--- src/rtl/mips_instr_encoder.sv ---
// Streaming MIPS instruction encoder: packs mnemonic/field tuples into 32-bit words with sequential addresses.
// Optional feature macro: ENC_MUL_EN (in_op=10 encodes R-type mul, funct 011100; otherwise illegal).
module mips_instr_encoder #(
  parameter int                ADDR_W    = 6,
  parameter logic [ADDR_W-1:0] BASE_ADDR = '0
) (
  input  logic              clk,
  input  logic              reset,
  input  logic              start,
  input  logic              in_valid,
  output logic              in_ready,
  input  logic [3:0]        in_op,
  input  logic [4:0]        in_rs,
  input  logic [4:0]        in_rt,
  input  logic [4:0]        in_rd,
  input  logic [15:0]       in_imm,
  input  logic [25:0]       in_target,
  input  logic              in_last,
  output logic              out_valid,
  input  logic              out_ready,
  output logic [31:0]       out_instr,
  output logic [ADDR_W-1:0] out_addr,
  output logic [ADDR_W:0]   count,
  output logic              err_illegal,
  output logic              done
);

  typedef enum logic [1:0] {IDLE, RUN, DRAIN, DONE} state_t;

  state_t            state, state_nxt;
  logic [ADDR_W-1:0] ptr;
  logic              enc_legal;
  logic [31:0]       enc_word;
  logic              accept, retire, last_slot;

  assign in_ready  = (state == RUN) && (!out_valid || out_ready);
  assign accept    = in_valid && in_ready;
  assign retire    = out_valid && out_ready;
  assign last_slot = (ptr == '1);
  assign done      = (state == DONE);

  // NOTE: every output of a combinational block gets a default first, so no path can infer a latch.
  always_comb begin
    enc_legal = 1'b1;
    enc_word  = '0;
    case (in_op)
      4'd0:  enc_word = {6'b100011, in_rs, in_rt, in_imm};
      4'd1:  enc_word = {6'b101011, in_rs, in_rt, in_imm};
      4'd2:  enc_word = {6'b000000, in_rs, in_rt, in_rd, 5'b00000, 6'b100000};
      4'd3:  enc_word = {6'b000000, in_rs, in_rt, in_rd, 5'b00000, 6'b100010};
      4'd4:  enc_word = {6'b000000, in_rs, in_rt, in_rd, 5'b00000, 6'b100100};
      4'd5:  enc_word = {6'b000000, in_rs, in_rt, in_rd, 5'b00000, 6'b100101};
      4'd6:  enc_word = {6'b000000, in_rs, in_rt, in_rd, 5'b00000, 6'b101010};
      4'd7:  enc_word = {6'b001000, in_rs, in_rt, in_imm};
      4'd8:  enc_word = {6'b000100, in_rs, in_rt, in_imm};
      4'd9:  enc_word = {6'b000010, in_target};
`ifdef ENC_MUL_EN
      4'd10: enc_word = {6'b000000, in_rs, in_rt, in_rd, 5'b00000, 6'b011100};
`endif
      default: enc_legal = 1'b0;
    endcase
  end

  // start is applied in the register block, so next-state only covers the stream flow.
  always_comb begin
    state_nxt = state;
    case (state)
      RUN:     if (accept && (in_last || (enc_legal && last_slot))) state_nxt = DRAIN;
      DRAIN:   if (!out_valid || retire) state_nxt = DONE;
      default: state_nxt = state;
    endcase
  end

  // NOTE: sequential state uses non-blocking assignments so all registers update from pre-edge values.
  always_ff @(posedge clk) begin
    if (reset) begin
      state       <= IDLE;
      out_valid   <= 1'b0;
      out_instr   <= '0;
      out_addr    <= BASE_ADDR;
      ptr         <= BASE_ADDR;
      count       <= '0;
      err_illegal <= 1'b0;
    end else if (start) begin
      state       <= RUN;
      out_valid   <= 1'b0;
      out_addr    <= BASE_ADDR;
      ptr         <= BASE_ADDR;
      count       <= '0;
      err_illegal <= 1'b0;
    end else begin
      state <= state_nxt;
      // A new word replaces the retiring one in the same cycle for full throughput.
      if (accept && enc_legal) begin
        out_valid <= 1'b1;
        out_instr <= enc_word;
        out_addr  <= ptr;
        ptr       <= ptr + ADDR_W'(1);
      end else if (retire) begin
        out_valid <= 1'b0;
      end
      if (retire) count <= count + (ADDR_W+1)'(1);
      if (accept && !enc_legal) err_illegal <= 1'b1;
    end
  end

endmodule

--- config.mk ---
export PLATFORM = sky130hd
export DESIGN_NAME = mips_instr_encoder
export DESIGN_NICKNAME = d
export VERILOG_FILES = /design/src/rtl/mips_instr_encoder.sv
export SDC_FILE = /design/constraint.sdc
export NUM_CORES = 1
export LEC_CHECK = 0
export ABC_AREA = 1
export BUFFER_PORTS_ARGS = -buffer_cell sky130_fd_sc_hd__buf_2
export CAP_MARGIN = 20
export CORE_ASPECT_RATIO = 0.9
export CORE_MARGIN = 2
export CORE_UTILIZATION = 46
export DETAILED_ROUTE_END_ITERATION = 7
export PLACE_DENSITY = 0.86
export SYNTH_ARGS = -nofsm -noshare
export SYNTH_HDL_FRONTEND = slang
export SYNTH_SLANG_ARGS = --single-unit
--- constraint.sdc ---
create_clock -name clk -period 1.95 [get_ports clk]
set_input_delay 0.195 -clock clk [delete_from_list [all_inputs] [get_ports clk]]
set_output_delay 0.195 -clock clk [all_outputs]
set_load 0.01 [all_outputs]
==> impl_metrics.py, run 1 <==
metrics = {
    "clock_tree": {
        "h-tree-depth": 2,
        "clk_path_buf_depth": 2,
        "clock_latency_ns": 0.30,
        "path_clk_slew_ns": 0.09,
        "cts_tree": "built",
        "clkSinkCount": 53,
        "cts-root-buf": "clkbuf_8",
        "post_cts_resized": 0,
        "numCtsBuffers": 5,
    },
    "routing": {
        "first_pass_iters": 4,
        "viasPerCell": 4.98,
        "antenna_left": 0,
        "totalWireLength_um": 6490,
        "wl_per_cell_um": 12.1,
        "drt_iter0_drc": 122,
        "drcViolationCount": 0,
        "vias": 2679,
    },
    "global_route": {
        "grt_max_degree": 28,
        "overflow": 0,
        "grt_pass1_vias": 2329,
        "grt_pass1_wl_um": 10100,
        "grt_usage_pct": 21.1,
        "antenna_found_initial": 0,
    },
    "worst_setup_path": {
        "start_kind": "register",
        "crit_start": "state[1]",
        "slowest_stage": "dfxtp_1",
        "cp-endpoint": "out_instr[11]",
        "crit_family": "simple AND/OR/NAND/NOR gates",
        "reg2reg_depth": 9,
        "r2r_end": "out_instr[11]",
        "required_ns": 2.18,
        "cpPeakStageDelay_ns": 0.34,
        "critical_path_class": "register to register",
        "crit_path_end_kind": "register",
        "path_max_fanout": 25,
        "reg2reg_from": "state[1]",
        "path_cells": "inv_1 > ha_1 > nand3_2 > nor2_8 > nand2_4 > inv_2 > buf_12 > o21ai_0 > a31oi_1",
        "cp.depth": 9,
        "cp.arrival_ns": 1.97,
        "reg2reg_setup_slack_ns": 0.21,
        "worst-path-buf-inv": 3,
    },
    "floorplanning": {
        "core_mm2": 0.00526,
        "die_area_mm2": 0.00605,
        "io_pins": 116,
        "start_util_pct": 47.6,
        "die_width_um": 81.7,
        "rows": 25,
        "fp.dieH_um": 74.0,
    },
    "finish": {
        "fin_cells": 538,
        "diodes": 0,
        "nets": 543,
        "fillers": 475,
        "drive_gt1_share_pct": 29.5,
        "syn_to_final_growth_pct": 30.0,
    },
    "sta": {
        "final_max_slew_viol_count": 0,
        "setup_viol": 0,
        "relSlewSlack_pct": 55.9,
        "post-route-min-period_ns": 1.74,
        "timing.fmax_mhz": 574,
        "tightest_slew_ns": 0.661,
        "hold_viol": 0,
        "post-route-period-util_pct": 89.3,
        "tns_ns": 0,
        "rsz0062_at_grt": "false",
        "finClkSkew_ns": 0.00725,
        "whs_ns": 0.132,
    },
    "pwr": {
        "power_leakage_uw": 0.00162,
        "p_per_area_mw_per_mm2": 655,
        "peakVddDrop_uv": 358,
        "finalPower_uw": 2130,
    },
    "synthesis": {
        "yosysUniqueCellTypes": 27,
        "synth_seq_cells": 53,
        "avgSynthCellArea_um2": 7.05,
        "synth_fp_nets": 427,
        "synth.cell_area_mm2": 0.00250,
        "synth_cells": 355,
        "ys_seq_area_share_pct": 42.4,
        "synth_warnings": 0,
    },
    "min_path": {
        "hold_path_class": "primary input to register",
    },
    "placed_design": {
        "dp_cells": 526,
        "placement.io_buffers": 114,
        "gp_congestion": 0.840,
        "hpwl_um": 4760,
    },
    "run_status": {
        "outcome": "finished clean",
    },
    "flow_run": {
        "max_cap_viol_count": 0,
    },
}
## layout by cell type (no fill, tap or decap), types with 3 or more instances in the layout
cell and instances:
nand2_1 89, inv_1 37, o21ai_0 25, o21ai_1 18, clkbuf_8 5, nand3_1 9, buf_2 114, dfxtp_1 53
nor2_1 27, a31oi_1 6, nor2_4 3, a21oi_1 53, nor3_1 4, buf_4 9, ha_1 5
## power breakdown
part	switching [uW]	internal [uW]	total [uW]
clock	342	374	715
combinational	165	126	291
sequential	15.9	1110	1120
total	523	1610	2130
## worst reg2reg max path: stages (launching register included)
cell and delay, ns:
dfxtp_1 0.34, inv_1 0.08, ha_1 0.25, nand3_2 0.17
nor2_8 0.19, nand2_4 0.06, inv_2 0.13, buf_12 0.18
o21ai_0 0.09, a31oi_1 0.17
## cell usage after synthesis
library cell / instances / area share (%)
a211oi_1: 1 / 0.30
a21oi_1: 53 / 11
a31oi_1: 6 / 1.5
buf_2: 4 / 0.80
buf_4: 5 / 1.5
buf_6: 2 / 0.90
clkbuf_1: 4 / 0.60
conb_1: 1 / 0.15
dfxtp_1: 53 / 42
ha_1: 5 / 2.5
inv_1: 37 / 5.5
inv_2: 1 / 0.15
nand2_1: 89 / 13
nand2_4: 1 / 0.45
nand3_1: 9 / 1.8
nand3_2: 1 / 0.40
nand3b_1: 1 / 0.30
nand4_1: 1 / 0.25
nor2_1: 27 / 4.1
nor2_4: 3 / 1.3
nor2_8: 1 / 0.80
nor3_1: 4 / 0.80
o21a_1: 1 / 0.30
o21ai_0: 25 / 5.0
o21ai_1: 18 / 3.6
or2_2: 1 / 0.25
xor2_1: 1 / 0.35
## per-stage QoR
step | util, % | cell area [um2] | worst slack (ns)
2_1_floorplan | - | 2500 | 0.521
3_3_place_gp | 59.2 | 3110 | 0.313
3_5_place_dp | 59.2 | 3110 | 0.167
4_1_cts | 61.2 | 3220 | 0.118
5_1_grt | 61.9 | 3250 | 0.0140
6_report | 61.9 | 3250 | 0.209
## how the worst min path moves through the flow
stage	from	endpoint	slack, ns	cells after the start
final	in_imm[10]	out_instr[10]	0.13	3
after global routing	in_imm[7]	out_instr[7]	0.12	3
after CTS	in_imm[10]	out_instr[10]	0.12	3
after detailed placement	in_imm[1]	out_instr[1]	0.45	3
after global placement	count[6]	count[6]	0.44	2
after floorplan	reset	out_instr[16]	0.26	1
## layer usage
| metal | vias to the layer above | wire length [um] | GRT usage (%) |
|---|---|---|---|
| met5 | - | 0 | 0 |
| met4 | 0 | 80 | 6.67 |
| met3 | 11 | 452 | 5.22 |
| met2 | 90 | 3290 | 36.3 |
| met1 | 1195 | 2670 | 26.2 |
| li1 | 1383 | - | - |
## sequential cells by signal (all words and copies together), names as in the netlist
register / cells
count: 7
out_addr: 6
err_illegal: 1
state: 2
out_instr: 30
out_valid: 1
ptr: 6
## what timing repair did
action,4_1_cts,5_1_grt
endpoints found under the setup margin,0,14
buffers inserted,0,5
hold endpoints to repair,0,0
hold buffers,0,0
## cell families (layout without fill, tap and decap cells)
family / count (synthesis) / in the layout / share of synthesized area (%)
xor gates and xnor gates: 1 / 1 / 0.350
and+or+nand+nor: 138 / 138 / 23.8
other: 1 / 1 / 0.150
DFF: 53 / 53 / 42.4
adders and majority gates: 5 / 5 / 2.50
buffers and inverters: 53 / 169 / 9.50
AOI/OAI and AO/OA: 104 / 104 / 21.3
## final cells by class
| cell class | count | area [um2] | area share (%) |
|---|---|---|---|
| Sequential cell | 53 | 1060 | 32.6 |
| Tap cell | 67 | 83.8 | 2.58 |
| Multi-Input combinational cell | 249 | 1200 | 37.0 |
| Timing Repair Buffer | 124 | 658 | 20.2 |
| Inverter | 38 | 143 | 4.38 |
| Clock inverter | 2 | 35.0 | 1.08 |
| Clock buffer | 5 | 68.8 | 2.12 |
(Power assumes the default switching activity.)
==> run 2: changes to the inputs <==
GPL_TIMING_DRIVEN = 0   (was default)
==> run 2 against run 1 <==
Critical path depth shrank 1. Critical path type unchanged. Via count grew 1.3%. First-iteration DRC count shrank 13%. Largest cell class unchanged. Count of clock-buffer cells in the layout grew 1. Register-to-register slack lost 0.02 ns. Sequential power is essentially flat. Flip-flop and latch count is the same. Final area grew 0.73%. Fmax shrank 0.89%. Critical endpoint is now out_instr[1].
==> impl_metrics.py, run 2 (synthesis results as in run 1) <==
metrics = {
    "run_status": {
        "outcome": "finished clean",
    },
    "sta": {
        "setup_viol": 0,
        "post-route-period-util_pct": 90.1,
        "tightest_slew_ns": 0.674,
        "relSlewSlack_pct": 55.1,
        "finClkSkew_ns": 0.0118,
        "whs_ns": 0.109,
        "rsz0062_at_grt": "false",
        "final_max_slew_viol_count": 0,
        "hold_viol": 0,
        "timing.fmax_mhz": 569,
        "post-route-min-period_ns": 1.76,
        "tns_ns": 0,
    },
    "min_path": {
        "hold_path_class": "primary input to register",
    },
    "worst_setup_path": {
        "cp.arrival_ns": 1.98,
        "path_max_fanout": 10,
        "start_kind": "register",
        "crit_path_end_kind": "register",
        "critical_path_class": "register to register",
        "slowest_stage": "dfxtp_1",
        "path_cells": "ha_1 > nand3_2 > nor2_8 > nand2_4 > inv_2 > buf_4 > o21ai_1 > a21oi_1",
        "cpPeakStageDelay_ns": 0.41,
        "required_ns": 2.17,
    },
    "global_route": {
        "antenna_found_initial": 0,
        "grt_pass1_vias": 2401,
        "grt_use_met3_pct": 4.13,
        "busiest_layer": "met2",
        "grt_max_degree": 17,
        "grt_usage_pct": 21.5,
        "overflow": 0,
        "grt_pass1_wl_um": 10300,
        "met1_usage_pct": 27.8,
        "grtUsageMet2_pct": 36.0,
    },
    "clock_tree": {
        "clk_path_buf_depth": 2,
        "post-cts-setup-buffers": 0,
        "cts_tree": "built",
        "path_clk_slew_ns": 0.09,
        "clkSinkCount": 53,
        "clock_latency_ns": 0.30,
        "ctsHoldBuffers": 0,
        "numCtsBuffers": 5,
        "h-tree-depth": 2,
        "post_cts_resized": 0,
        "cts-root-buf": "clkbuf_8",
    },
    "finish": {
        "fillers": 513,
        "syn_to_final_growth_pct": 30.9,
        "most-common-layout-cells": "buf_2, nand2_1, a21oi_1, dfxtp_1, inv_1",
        "postLayoutCellArea_mm2": 0.00328,
        "nets": 548,
        "drive_gt1_share_pct": 29.6,
        "regMostFlops": "out_instr",
        "largest_register_ffs": 30,
        "top_regs": "out_instr (30), count (7)",
        "diodes": 0,
        "fin_cells": 544,
        "final_common_cell": "buf_2",
    },
    "routing": {
        "totalWireLength_um": 6570,
        "drcViolationCount": 0,
        "first_pass_iters": 4,
        "antenna_left": 0,
        "vias": 2715,
        "wl_per_cell_um": 12.1,
        "viasPerCell": 4.99,
        "drt_iter0_drc": 106,
    },
    "floorplanning": {
        "core_mm2": 0.00526,
        "die_width_um": 81.7,
        "io_pins": 116,
        "die_area_mm2": 0.00605,
        "start_util_pct": 47.6,
        "fp.dieH_um": 74.0,
        "rows": 25,
    },
    "placed_design": {
        "placement.io_buffers": 114,
        "gp_congestion": 0.828,
        "dp_cells": 536,
        "hpwl_um": 5060,
        "dpl_cell_area_mm2": 0.00316,
    },
    "pwr": {
        "finalPower_uw": 2190,
        "peakVddDrop_uv": 439,
        "p_per_area_mw_per_mm2": 669,
        "power_leakage_uw": 0.00163,
    },
    "flow_run": {
        "max_cap_viol_count": 0,
    },
}
[run 2: cell types whose count changed in the layout (fill, tap and decap cells not counted)]
cell        previous run  this run
buf_6                  0         2
buf_4                  9         5
buf_12                 1         0
clkbuf_8               5         6
clkbuf_1               0         4
clkinv_2               1         0
buf_2                114       118
clkinvlp_4             0         1
[run 2: area by class of cell]
class | instances | area, um2 | area share (%)
sequential | 53 | 1060 | 32.4
buffer | 15 | 95.1 | 2.90
inverter | 38 | 143 | 4.35
timing repair buffer | 114 | 571 | 17.4
clock inverter | 2 | 37.5 | 1.15
multi-input combinational | 249 | 1200 | 36.7
tap | 67 | 83.8 | 2.56
clock buffer | 6 | 82.6 | 2.52
[run 2: per-stage QoR]
step           worst slack, ns  utilization [%]
2_1_floorplan            0.521                -
3_3_place_gp             0.277             60.1
3_5_place_dp             0.222             60.1
4_1_cts                  0.201             62.4
5_1_grt                 0.0251             62.4
6_report                 0.193             62.4
[run 2: critical path, delay by kind of cell, from the launching register on]
family,cells,cell delay [ns]
simple gates,3,0.48
flops,1,0.41
buf+inv,2,0.31
fa+ha+maj,1,0.26
compound gates,2,0.22
[run 2: final timing paths]
path,startpoint,to,slack (ns),cells past startpoint
hold reg to reg,out_instr[25],out_instr[25],0.47,2
setup / recovery,state[0],out_instr[1],0.19,8
setup reg to reg,state[0],out_instr[1],0.19,8
hold / removal,reset,out_instr[16],0.11,2
[run 2: layer usage]
layer	up-vias	wire, um
met5	-	0
met4	0	84
met3	8	384
met2	92	3220
met1	1218	2880
li1	1397	-
[run 2: power breakdown]
group / internal [uW] / leakage (uW) / switching [uW] / total (uW)
clock network: 418 / 0.0000574 / 358 / 776
registers: 1110 / 0.000429 / 15.8 / 1120
logic: 125 / 0.00115 / 167 / 292
==> run 3: changes to the inputs <==
RECOVER_POWER = 25   (was default)
SKIP_CTS_REPAIR_TIMING = 1   (was default)
==> run 3 against run 2 <==
Clock power is essentially flat. Flip-flop and latch count is the same. Cell count is the same. Global-route usage is the same. Clock skew is essentially flat. Register-to-register slack is essentially flat. Final area shrank 0.95%. Die area is the same. Total power is essentially flat. Via count shrank 0.11%. First-iteration DRC count shrank 2.8%. Largest cell class unchanged.
==> impl_metrics.py, run 3 (synthesis results as in run 1) <==
metrics = {
    "run_status": {
        "outcome": "finished clean",
    },
    "finish": {
        "nets": 548,
        "final_common_cell": "buf_2",
        "syn_to_final_growth_pct": 29.7,
        "top_regs": "out_instr (30), count (7)",
        "fillers": 525,
        "most-common-layout-cells": "buf_2, nand2_1, a21oi_1, dfxtp_1, inv_1",
        "multi_input_area_mm2": 0.00120,
        "drive_gt1_share_pct": 24.3,
        "diodes": 0,
        "largest_register_ffs": 30,
        "regMostFlops": "out_instr",
        "regArea_mm2": 0.00106,
    },
    "floorplanning": {
        "die_width_um": 81.7,
        "rows": 25,
        "start_util_pct": 47.6,
        "core_mm2": 0.00526,
        "fp.dieH_um": 74.0,
        "die_area_mm2": 0.00605,
        "io_pins": 116,
    },
    "worst_setup_path": {
        "path_max_fanout": 10,
        "required_ns": 2.17,
        "reg2reg_depth": 8,
        "reg2reg_setup_slack_ns": 0.20,
        "crit_path_end_kind": "register",
        "reg2reg_from": "state[0]",
        "r2r_end": "out_instr[1]",
        "critical_path_class": "register to register",
        "start_kind": "register",
        "cp.arrival_ns": 1.97,
    },
    "min_path": {
        "holdPathEnd": "out_instr[16]",
        "hold_path_class": "primary input to register",
        "hold_depth": 2,
        "min_from": "reset",
    },
    "global_route": {
        "busiest_layer": "met2",
        "met1_usage_pct": 27.8,
        "overflow": 0,
        "grt_usage_pct": 21.5,
        "grtUsageMet2_pct": 36.0,
        "antenna_found_initial": 0,
        "grt_max_degree": 17,
        "grt_pass1_wl_um": 10300,
        "grt_use_met3_pct": 4.13,
        "grt_pass1_vias": 2401,
    },
    "flow_run": {
        "max_cap_viol_count": 0,
    },
    "pwr": {
        "intPower_uw": 1650,
        "p_sw_uw": 543,
        "p_per_area_mw_per_mm2": 675,
        "clkPwrFrac_pct": 35.5,
        "peakVddDrop_uv": 440,
        "finalPower_uw": 2190,
        "combPwrFrac_pct": 13.2,
        "switching_share_pct": 24.8,
        "power_leakage_uw": 0.00152,
        "seq_power_share_pct": 51.3,
    },
    "routing": {
        "totalWireLength_um": 6590,
        "viasPerCell": 4.99,
        "antenna_left": 0,
        "wl_per_cell_um": 12.1,
        "first_pass_iters": 4,
        "drt_iter0_drc": 103,
        "vias": 2712,
        "drcViolationCount": 0,
    },
    "sta": {
        "whs_ns": 0.110,
        "finClkSkew_ns": 0.0115,
        "tightest_slew_ns": 0.670,
        "hold_viol": 0,
        "rsz0062_at_grt": "false",
        "post-route-period-util_pct": 89.8,
        "relSlewSlack_pct": 55.3,
        "fin_ws_ns": 0.198,
        "timing.fmax_mhz": 571,
        "tns_ns": 0,
        "post-route-min-period_ns": 1.75,
        "setup_viol": 0,
        "final_max_slew_viol_count": 0,
    },
    "clock_tree": {
        "numCtsBuffers": 5,
        "path_clk_slew_ns": 0.09,
        "clock_latency_ns": 0.30,
        "clkSinkCount": 53,
        "cts_tree": "built",
        "clk_path_buf_depth": 2,
        "cts-root-buf": "clkbuf_8",
        "h-tree-depth": 2,
    },
    "placed_design": {
        "pre_cts_ws_ns": 0.222,
        "placement.io_buffers": 114,
        "gp_congestion": 0.828,
        "hpwl_um": 5060,
    },
}
[run 3: changes by cell type in the layout (fill, tap and decap cells not counted), sizes merged]
| cell | previous run | this run |
|---|---|---|
| buf | 125 | 100 |
| clkbuf | 10 | 35 |
[run 3: worst max path at each step]
stage,startpoint,end,slack [ns],cells past startpoint
after CTS,state[0],out_instr[1],0.20,7
final,state[0],out_instr[1],0.20,8
after floorplan,state[1],out_instr[1],0.52,8
after detailed placement,state[0],out_instr[1],0.22,7
after global placement,state[0],out_instr[1],0.28,7
after global routing,state[0],out_instr[0],0.03,8
[run 3: area by class of cell]
cell class / instances / share of cell area, %
sequential: 53 / 32.7
multi-input combinational: 249 / 37.1
inverter: 38 / 4.39
tap: 67 / 2.58
clock inverter: 2 / 1.16
clock buffer: 6 / 2.54
timing repair buffer: 114 / 16.6
buffer: 15 / 2.93
[run 3: metrics by stage]
| stage | cell area, um2 | std cells | utilization, % |
|---|---|---|---|
| floorplan | 2500 | 355 | - |
| global placement | 3160 | 536 | 60.1 |
| detailed placement | 3160 | 536 | 60.1 |
| CTS | 3280 | 544 | 62.4 |
| global route | 3250 | 544 | 61.8 |
| finish | 3250 | 544 | 61.8 |
[run 3: critical path, cell delays in order, from the launching register on]
cell and delay (ns):
dfxtp_1 0.42, ha_1 0.26, nand3_2 0.17, nor2_8 0.18
nand2_4 0.13, inv_2 0.12, buf_4 0.19, o21ai_1 0.08
a21oi_1 0.14
[run 3: power by group through the flow]
stage                     combinational [uW]  sequential (uW)  clock, uW
after floorplan                          149             1160          0
after global placement                   283             1150          0
after detailed placement                 289             1150          0
after CTS                                292             1120        793
after global routing                     327             1130        833
final                                    288             1120        778
[run 3: layer usage]
metal / vias to the layer above / wire [um]
met2: 91 / 3240
met5: - / 0
met4: 0 / 72
met1: 1216 / 2890
li1: 1399 / -
met3: 6 / 380
